--- src/rtl/sram_port_arbiter.sv ---
// ---------------------------------------------------------------------------
// sram_port_arbiter
//
// Shares one SRAM port between three requesters: the display read stream,
// the camera write stream and a host single-word port. Stream FIFO levels set
// the priorities. Stream grants are bounded bursts, and a one-cycle
// turnaround is inserted whenever the bus direction has to change.
//
// Ports
//   clk       in   1      system clock, rising edge
//   rst       in   1      asynchronous reset, active-high
//   rd_level  in   LVL_W  words held in the display read FIFO
//   wr_level  in   LVL_W  words held in the camera write FIFO
//   host_req  in   1      host access pending, held until host_ack
//   host_we   in   1      host direction (1 = write), stable while host_req
//   host_ack  out  1      one-cycle pulse, host access performed this cycle
//   gnt       out  3      one-hot grant [0]=read [1]=write [2]=host, 0 = idle
//   beat      out  1      SRAM cycle issued this cycle for the granted requester
//   dir_wr    out  1      current bus direction (1 = write)
//   rd_beats  out  16     saturating count of read beats since reset
//   wr_beats  out  16     saturating count of write beats (stream + host)
// ---------------------------------------------------------------------------
module sram_port_arbiter #(
    parameter int LVL_W      = 8,
    parameter int BURST_LEN  = 16,
    parameter int RD_URGENT  = 32,
    parameter int RD_LOW     = 192,
    parameter int RD_FULL    = 240,
    parameter int WR_URGENT  = 240,
    parameter int WR_HIGH    = 160,
    parameter int STARVE_MAX = 64
) (
    input  logic             clk,
    input  logic             rst,
    input  logic [LVL_W-1:0] rd_level,
    input  logic [LVL_W-1:0] wr_level,
    input  logic             host_req,
    input  logic             host_we,
    output logic             host_ack,
    output logic [2:0]       gnt,
    output logic             beat,
    output logic             dir_wr,
    output logic [15:0]      rd_beats,
    output logic [15:0]      wr_beats
);

    localparam logic [1:0] S_IDLE  = 2'd0;
    localparam logic [1:0] S_TURN  = 2'd1;
    localparam logic [1:0] S_BURST = 2'd2;
    localparam logic [1:0] S_HOST  = 2'd3;

    // Thresholds recast to the level width so every comparison is same-width.
    localparam logic [LVL_W-1:0] RD_URGENT_L = LVL_W'(RD_URGENT);
    localparam logic [LVL_W-1:0] RD_LOW_L    = LVL_W'(RD_LOW);
    localparam logic [LVL_W-1:0] RD_FULL_L   = LVL_W'(RD_FULL);
    localparam logic [LVL_W-1:0] WR_URGENT_L = LVL_W'(WR_URGENT);
    localparam logic [LVL_W-1:0] WR_HIGH_L   = LVL_W'(WR_HIGH);

    localparam int               AGE_W   = $clog2(STARVE_MAX + 1);
    localparam logic [AGE_W-1:0] AGE_MAX = AGE_W'(STARVE_MAX);

    // +1 keeps the width at least one bit when BURST_LEN is 1.
    localparam int               K_W    = $clog2(BURST_LEN + 1);
    localparam logic [K_W-1:0]   K_LAST = K_W'(BURST_LEN - 1);

    logic [1:0]       state;
    logic [K_W-1:0]   beat_k;
    logic [AGE_W-1:0] host_age;
    logic [AGE_W-1:0] wr_age;

    logic       rd_urgent;
    logic       rd_normal;
    logic       rd_ok;
    logic       wr_high;
    logic       wr_urgent;
    logic       wr_ok;
    logic       host_starved;
    logic [2:0] win;
    logic       win_dir;

    // Level decode. Levels are used as they arrive, without registering.
    assign rd_urgent    = rd_level < RD_URGENT_L;
    assign rd_normal    = rd_level < RD_LOW_L;
    assign rd_ok        = rd_level < RD_FULL_L;
    assign wr_high      = wr_level >= WR_HIGH_L;
    assign wr_urgent    = (wr_level >= WR_URGENT_L) || (wr_high && (wr_age >= AGE_MAX));
    assign wr_ok        = wr_level != '0;
    assign host_starved = host_req && (host_age >= AGE_MAX);

    // Fixed-order priority pick; only acted upon while idle.
    always_comb begin
        win = 3'b000;
        if (rd_urgent)         win = 3'b001;
        else if (wr_urgent)    win = 3'b010;
        else if (host_starved) win = 3'b100;
        else if (rd_normal)    win = 3'b001;
        else if (wr_high)      win = 3'b010;
        else if (host_req)     win = 3'b100;
    end

    assign win_dir = win[1] | (win[2] & host_we);

    // Beat strobe is combinational so a failing eligibility suppresses the
    // beat in the very cycle it is seen; state is IDLE during reset, so the
    // strobe drops as soon as rst rises.
    assign beat     = ((state == S_BURST) && ((gnt[0] && rd_ok) || (gnt[1] && wr_ok)))
                    || (state == S_HOST);
    assign host_ack = state == S_HOST;

    // Main sequencer: arbitration in IDLE, optional turnaround, then a
    // bounded burst or a single host cycle, always returning through IDLE.
    always_ff @(posedge clk or posedge rst) begin
        if (rst) begin
            state  <= S_IDLE;
            gnt    <= 3'b000;
            dir_wr <= 1'b1;
            beat_k <= '0;
        end else begin
            case (state)
                S_IDLE: begin
                    if (win != 3'b000) begin
                        gnt    <= win;
                        beat_k <= '0;
                        if (win_dir != dir_wr) begin
                            dir_wr <= win_dir;
                            state  <= S_TURN;
                        end else begin
                            state <= win[2] ? S_HOST : S_BURST;
                        end
                    end
                end
                S_TURN: begin
                    state <= gnt[2] ? S_HOST : S_BURST;
                end
                S_BURST: begin
                    if (!beat || (beat_k == K_LAST)) begin
                        state <= S_IDLE;
                        gnt   <= 3'b000;
                    end else begin
                        beat_k <= beat_k + 1'b1;
                    end
                end
                default: begin
                    state <= S_IDLE;
                    gnt   <= 3'b000;
                end
            endcase
        end
    end

    // Starvation ages: count waiting cycles outside the requester's own
    // grant, clear when it wins arbitration, saturate at STARVE_MAX.
    always_ff @(posedge clk or posedge rst) begin
        if (rst) begin
            host_age <= '0;
            wr_age   <= '0;
        end else begin
            if ((state == S_IDLE) && win[2])
                host_age <= '0;
            else if (host_req && !gnt[2] && (host_age != AGE_MAX))
                host_age <= host_age + 1'b1;

            if ((state == S_IDLE) && win[1])
                wr_age <= '0;
            else if (wr_high && !gnt[1] && (wr_age != AGE_MAX))
                wr_age <= wr_age + 1'b1;
        end
    end

    // Beat counters split by bus direction, so host writes land in wr_beats.
    always_ff @(posedge clk or posedge rst) begin
        if (rst) begin
            rd_beats <= 16'h0000;
            wr_beats <= 16'h0000;
        end else if (beat) begin
            if (dir_wr) begin
                if (wr_beats != 16'hFFFF) wr_beats <= wr_beats + 16'h0001;
            end else begin
                if (rd_beats != 16'hFFFF) rd_beats <= rd_beats + 16'h0001;
            end
        end
    end

endmodule

--- config.mk ---
export PLATFORM = sky130hd
export DESIGN_NAME = sram_port_arbiter
export DESIGN_NICKNAME = d
export VERILOG_FILES = /design/src/rtl/sram_port_arbiter.sv
export SDC_FILE = /design/constraint.sdc
export NUM_CORES = 1
export LEC_CHECK = 0
export BUFFER_PORTS_ARGS = -buffer_cell sky130_fd_sc_hd__buf_2
export CELL_PAD_IN_SITES_DETAIL_PLACEMENT = 1
export CELL_PAD_IN_SITES_GLOBAL_PLACEMENT = 1
export CORE_MARGIN = 1
export CORE_UTILIZATION = 43
export CTS_CLUSTER_DIAMETER = 200
export DETAILED_ROUTE_END_ITERATION = 7
export PLACE_DENSITY = 0.91
export SLEW_MARGIN = 20
export SYNTH_ARGS = -nofsm -noshare
export SYNTH_HDL_FRONTEND = slang
export SYNTH_SLANG_ARGS = --single-unit
--- constraint.sdc ---
create_clock -name clk -period 2.43 [get_ports clk]
set_input_delay 0.1215 -clock clk [delete_from_list [all_inputs] [get_ports clk]]
set_output_delay 0.1215 -clock clk [all_outputs]
set_load 0.03 [all_outputs]
## After elaboration in Yosys (flattened, before gate mapping)

Cells that the tools add are included.

| word-level totals | value |
|---|---|
| output and inout port bits | 38 |
| bits in registers | 57 |

| operators by class | value |
|---|---|
| muxes and demuxes | 22 |
| order comparisons | 7 |
| equal/unequal tests | 12 |
| reductions and logical operators | 30 |
| add/subtract/negate cells | 5 |
| bitwise logic cells | 4 |

Operators with widths:

| operator | number |
|---|---|
| 16-bit by 1-bit adder with 16-bit output (second input constant) | 2 |
| 16-bit != test (second input constant) | 2 |
| 7-bit 2-to-1 mux | 4 |
| 3-bit 2-to-1 mux | 8 |
| 8-bit greater-or-equal comparator (second input constant) | 2 |
| 8-bit less-than comparator (second input constant) | 2 |
| 3-bit AND reduction | 5 |
| 7-bit by 1-bit adder with 7-bit output (second input constant) | 2 |
| 7-bit greater-or-equal comparator (second input constant) | 2 |
| 7-bit != test (second input constant) | 2 |
| 1-bit logical AND | 11 |
| 5-bit 2-to-1 mux | 2 |
| 5-bit one-hot mux with 2 select lines | 1 |
| 3-bit one-hot mux with 3 select lines | 1 |
| 8-bit by 6-bit less-than comparator with 1-bit output (second input constant) | 1 |
| 8-bit nonzero test | 1 |
| 2-bit 2-to-1 mux | 3 |
| 2-bit one-hot mux with 3 select lines | 1 |
| 2-bit nonzero test | 3 |
| 5-bit by 1-bit adder with 5-bit output (second input constant) | 1 |
| 5-bit by 4-bit == test with 1-bit output (second input constant) | 1 |
| 2-bit == test (second input constant) | 2 |
| 1-bit logical OR | 4 |
| 2-bit != test (second input constant) | 2 |
| 11 further kinds | 15 |

## Logic depth before layout (Yosys ltp)

| depth | value |
|---|---|
| word-level depth | 12 |
| mapped depth | 7 |
| mapped depth without buffers | 7 |

## Least setup slack after synthesis

Ideal clock, no wire load.

| path | value |
|---|---|
| path kind | register -> register |
| from | register rd_beats[0] |
| to | register rd_beats[12] |
| path slack | 0.449 ns |
| clock period less this slack | 1.981 ns |
| stages on the path, launching flop included | 7 |
| data required time | 2.350 ns |
| arrival | 1.900 ns |
| path through | dfrtp_1 ha_1 and3_1 a41o_1 buf_2 nor4_1 xor2_1 |

| between the ends | value |
|---|---|
| cells in the longest elaborated chain, start to end | 2 |
| elaborated cells on any way between the ends | 3 |
| classes of those cells | add/sub (1); eq/ne (1); reduce/logical (1) |

Ends and longest elaborated chain:

| element | RTL line | text |
|---|---|---|
| from (decl) | 43 | `output logic [15:0] rd_beats,` |
| from (signal assigned) | 179 | `if (rd_beats != 16'hFFFF) rd_beats <= rd_beats + 16'h0001;` |
| parallel branches: the longest is 2 deep, another holds 16-bit by 1-bit adder with 16-bit output | -- |  |

Parallel ways; which one is timed is not known.
A chain may end at the register's enable or synchronous reset.

## Final worst setup path

| path | value |
|---|---|
| from | register rd_beats[5] |
| to | register rd_beats[1] |

| between the ends | value |
|---|---|
| cells in the longest elaborated chain, start to end | 2 |

Ends and longest elaborated chain:

| element | RTL line |
|---|---|
| 16-bit != test | 179 |
| 3-bit AND reduction (no line) | -- |

No other way between the ends.

==> flow_summary.yaml <==
pwr:
  p_int_w: 0.00208
  p_leak_nw: 1.84
  seqPwrFrac_pct: 40.7
  p_sw_share_pct: 42.1
  net-switching-power_w: 0.00151
  pwr-share-clk_pct: 22.2
  powerDensity_mw_per_mm2: 991
  comb_power_share_pct: 37.0
  ir_drop_mv: 0.326
cts:
  htreeDepth: 3
  max-clock-path-buffers: 2
  clock_latency_ns: 0.34
  cts_tree: "yes"
  cts_root_buffer: "clkbuf_8"
  clk_pin_slew_ns: 0.06
  cts_buffers: 9
  clkSinkCount: 57
drt:
  drc: 0
  post_drt_wl_per_cell_microns: 15.8
  wirelength_microns: 7360
  antenna_left: 0
  num_vias: 2513
  drt_iter0_markers: 137
  viasPerCell: 5.38
  dr.pass1.iters: 4
yosys:
  yosysUniqueCellTypes: 51
  syn_inst: 306
  synth_edf_count: 0
  synth_area_per_cell_sq_um: 10.1
  synth_seq_cells: 57
  syn_area_sq_mm: 0.00308
  synthArstFlopShare_pct: 100
  syn_nets: 334
  yosysWarnings: 0
  synth.yosys.seq_area_share_pct: 46.4
  ys.flop_type: "dfrtp_1"
sta:
  hold-worst-slack_ns: 0.298
  period_share_pct: 85.1
  fmax_mhz: 484
  slew_headroom_pct: 52.3
  tightest_slew_ns: 0.716
  fin_tns_setup_ns: 0
  final.min_clock_period_ns: 2.07
  finalMaxSlewViolations: 0
  finalSetupViolations: 0
  skew_ns: 0.00683
  rsz0062_at_grt: "no"
  hold_violations: 0
worst_setup_path:
  required_ns: 2.66
  r2r_slack_ns: 0.36
  cp.depth: 5
  slowest_stage: "a41o_1"
  critPathBufInv: 0
  critPathMaxFanout: 15
  arrival_ns: 2.30
  worst_path_dominant_cell_family: "simple AND/OR/NAND/NOR gates"
  worst_path_largest_cell_delay_ns: 0.56
  worstSetupPathType: "register to register"
  cp-endpoint: "rd_beats[1]"
  worstPathCellList: "nand4_1 -> nor3_1 -> a41o_1 -> nor2_2 -> mux2_4"
  r2r-end: "rd_beats[1]"
  cp-end-kind: "register"
  r2r_cells: 5
  r2r_start: "rd_beats[5]"
  start_kind: "register"
  worstSetupStartpoint: "rd_beats[5]"
run:
  drv_cap: 0
floorplanning:
  fp.dieW_microns: 86.6
  die_h_microns: 86.6
  initial_core_util_pct: 44.8
  dieArea_sq_mm: 0.00750
  rows: 30
  core-area_sq_mm: 0.00687
  pin_count: 58
worst_hold_path:
  min_path_type: "input pin to register"
placement:
  io_buffers: 53
  hpwlAfterDp_microns: 5190
  gp_congestion: 0.814
final_layout:
  nNetsFinal: 394
  mostFrequentLayoutCell: "dfrtp_1"
  fill_cells: 810
  regArea_sq_mm: 0.00143
  syn_to_final_growth_pct: 17.5
  drive_gt1_share_pct: 22.1
  multi_input_area_sq_mm: 0.00154
  final_cell_mix: "56 x dfrtp_1, 53 x buf_2, 30 x xor2_1"
  antenna_cells: 0
  final_util_pct: 52.7
global_routing:
  antenna_found_initial: 0
  grt_overflow: 0
  grt_pass1_vias: 2631
  grt.total_usage_pct: 21.4
  grt_pass1_wl_microns: 12300
  grt_max_degree: 58
status:
  run_status: "completed"
sequential cells by signal, summed over array words and instances (netlist names):
name,flops
rd_beats,16
host_age,7
wr_beats,16
wr_age,7
beat_k,5
gnt,3
state,2
dir_wr,1
synthesized netlist by cell type, drive strengths merged (2+ instances only):
library cell / n / area, sq um
or4: 2 / 22.5
inv: 17 / 63.8
nor3b: 2 / 15.0
dfrtp: 56 / 1400
xor2: 30 / 263
clkbuf: 2 / 7.51
o32ai: 2 / 17.5
buf: 5 / 37.5
a21oi: 5 / 25.0
nand4: 9 / 56.3
xnor2: 13 / 114
nand3: 15 / 75.1
nand2: 27 / 101
ha: 8 / 100
and4: 3 / 26.3
nand2b: 3 / 18.8
mux2i: 3 / 30.0
nor4: 9 / 56.3
o21ai: 10 / 61.3
nor3: 17 / 85.1
nor2: 25 / 113
and3: 6 / 37.5
or3: 2 / 12.5
a21o: 3 / 22.5
and2: 5 / 31.3
o211a: 2 / 27.5
nor4b: 6 / 52.6
mux2: 2 / 30.0
worst min path at each step:
stage | cells after the start | from | slack (ns) | to
global placement | 3 | rst | 0.37 | rd_beats[3]
global route | 5 | host_req | 0.35 | host_age[1]
floorplan | 2 | host_req | 0.41 | state[1]
detailed placement | 3 | rst | 0.38 | rd_beats[3]
CTS | 5 | host_req | 0.29 | host_age[0]
finish | 5 | host_req | 0.30 | host_age[0]
repair_timing:
action	in CTS	in global routing
hold buffers	1	0
hold endpoints to repair	7	0
buffers inserted	0	0
gates resized for setup	0	0
worst min-delay path: stages:
cell and delay, ns:
buf_2 0.14, nand2b_1 0.08, a31oi_1 0.08, xnor2_1 0.15, nor2_1 0.04
stage by stage:
stage	std cells	instance area (sq um)	total power, W	setup WS (ns)
2_1_floorplan	306	3080	0.00246	0.449
3_3_place_gp	450	3430	0.00273	0.422
3_5_place_dp	450	3430	0.00281	0.353
4_1_cts	467	3620	0.00363	0.356
5_1_grt	467	3620	0.00383	0.177
6_report	467	3620	0.00358	0.362
cells by family (layout without fill, tap and decap cells):
logic type                 count (synthesis)  after routing  share of synthesized area, %
muxes                                      5              5                          1.95
buffers and inverters                     24             89                          3.54
and+or+nand+nor                          134            134                          23.7
adders and majority gates                  8              8                          3.25
AOI/OAI and AO/OA                         35             35                          8.98
xor gates and xnor gates                  43             43                          12.2
DFF                                       57             57                          46.4
metal layers:
metal | GRT usage, % | wire, microns | part of all wire (%) | up-vias
li1 | - | - | - | 1200
met1 | 25.4 | 3210 | 44 | 1254
met2 | 36.7 | 3780 | 51 | 44
met3 | 5.24 | 229 | 3.1 | 15
met4 | 10.0 | 149 | 2.0 | 0
met5 | 0 | 0 | 0 | -
area by class of cell:
| class | count | area share [%] |
|---|---|---|
| timing repair buffer | 56 | 8.02 |
| inverter | 17 | 1.76 |
| clock inverter | 3 | 0.415 |
| tap | 96 | 3.32 |
| multi-input combinational | 225 | 42.6 |
| clock buffer | 13 | 4.39 |
| sequential | 57 | 39.5 |
power groups by stage:
stage | Clock, W | Sequential [W] | Combinational [W]
after floorplan | 0 | 0.00157 | 0.000897
after global placement | 0 | 0.00146 | 0.00126
after detailed placement | 0 | 0.00148 | 0.00133
after CTS | 0.000822 | 0.00146 | 0.00134
after global routing | 0.000865 | 0.00149 | 0.00147
final | 0.000797 | 0.00146 | 0.00133
Note: power is estimated with default switching activity, not from simulation.
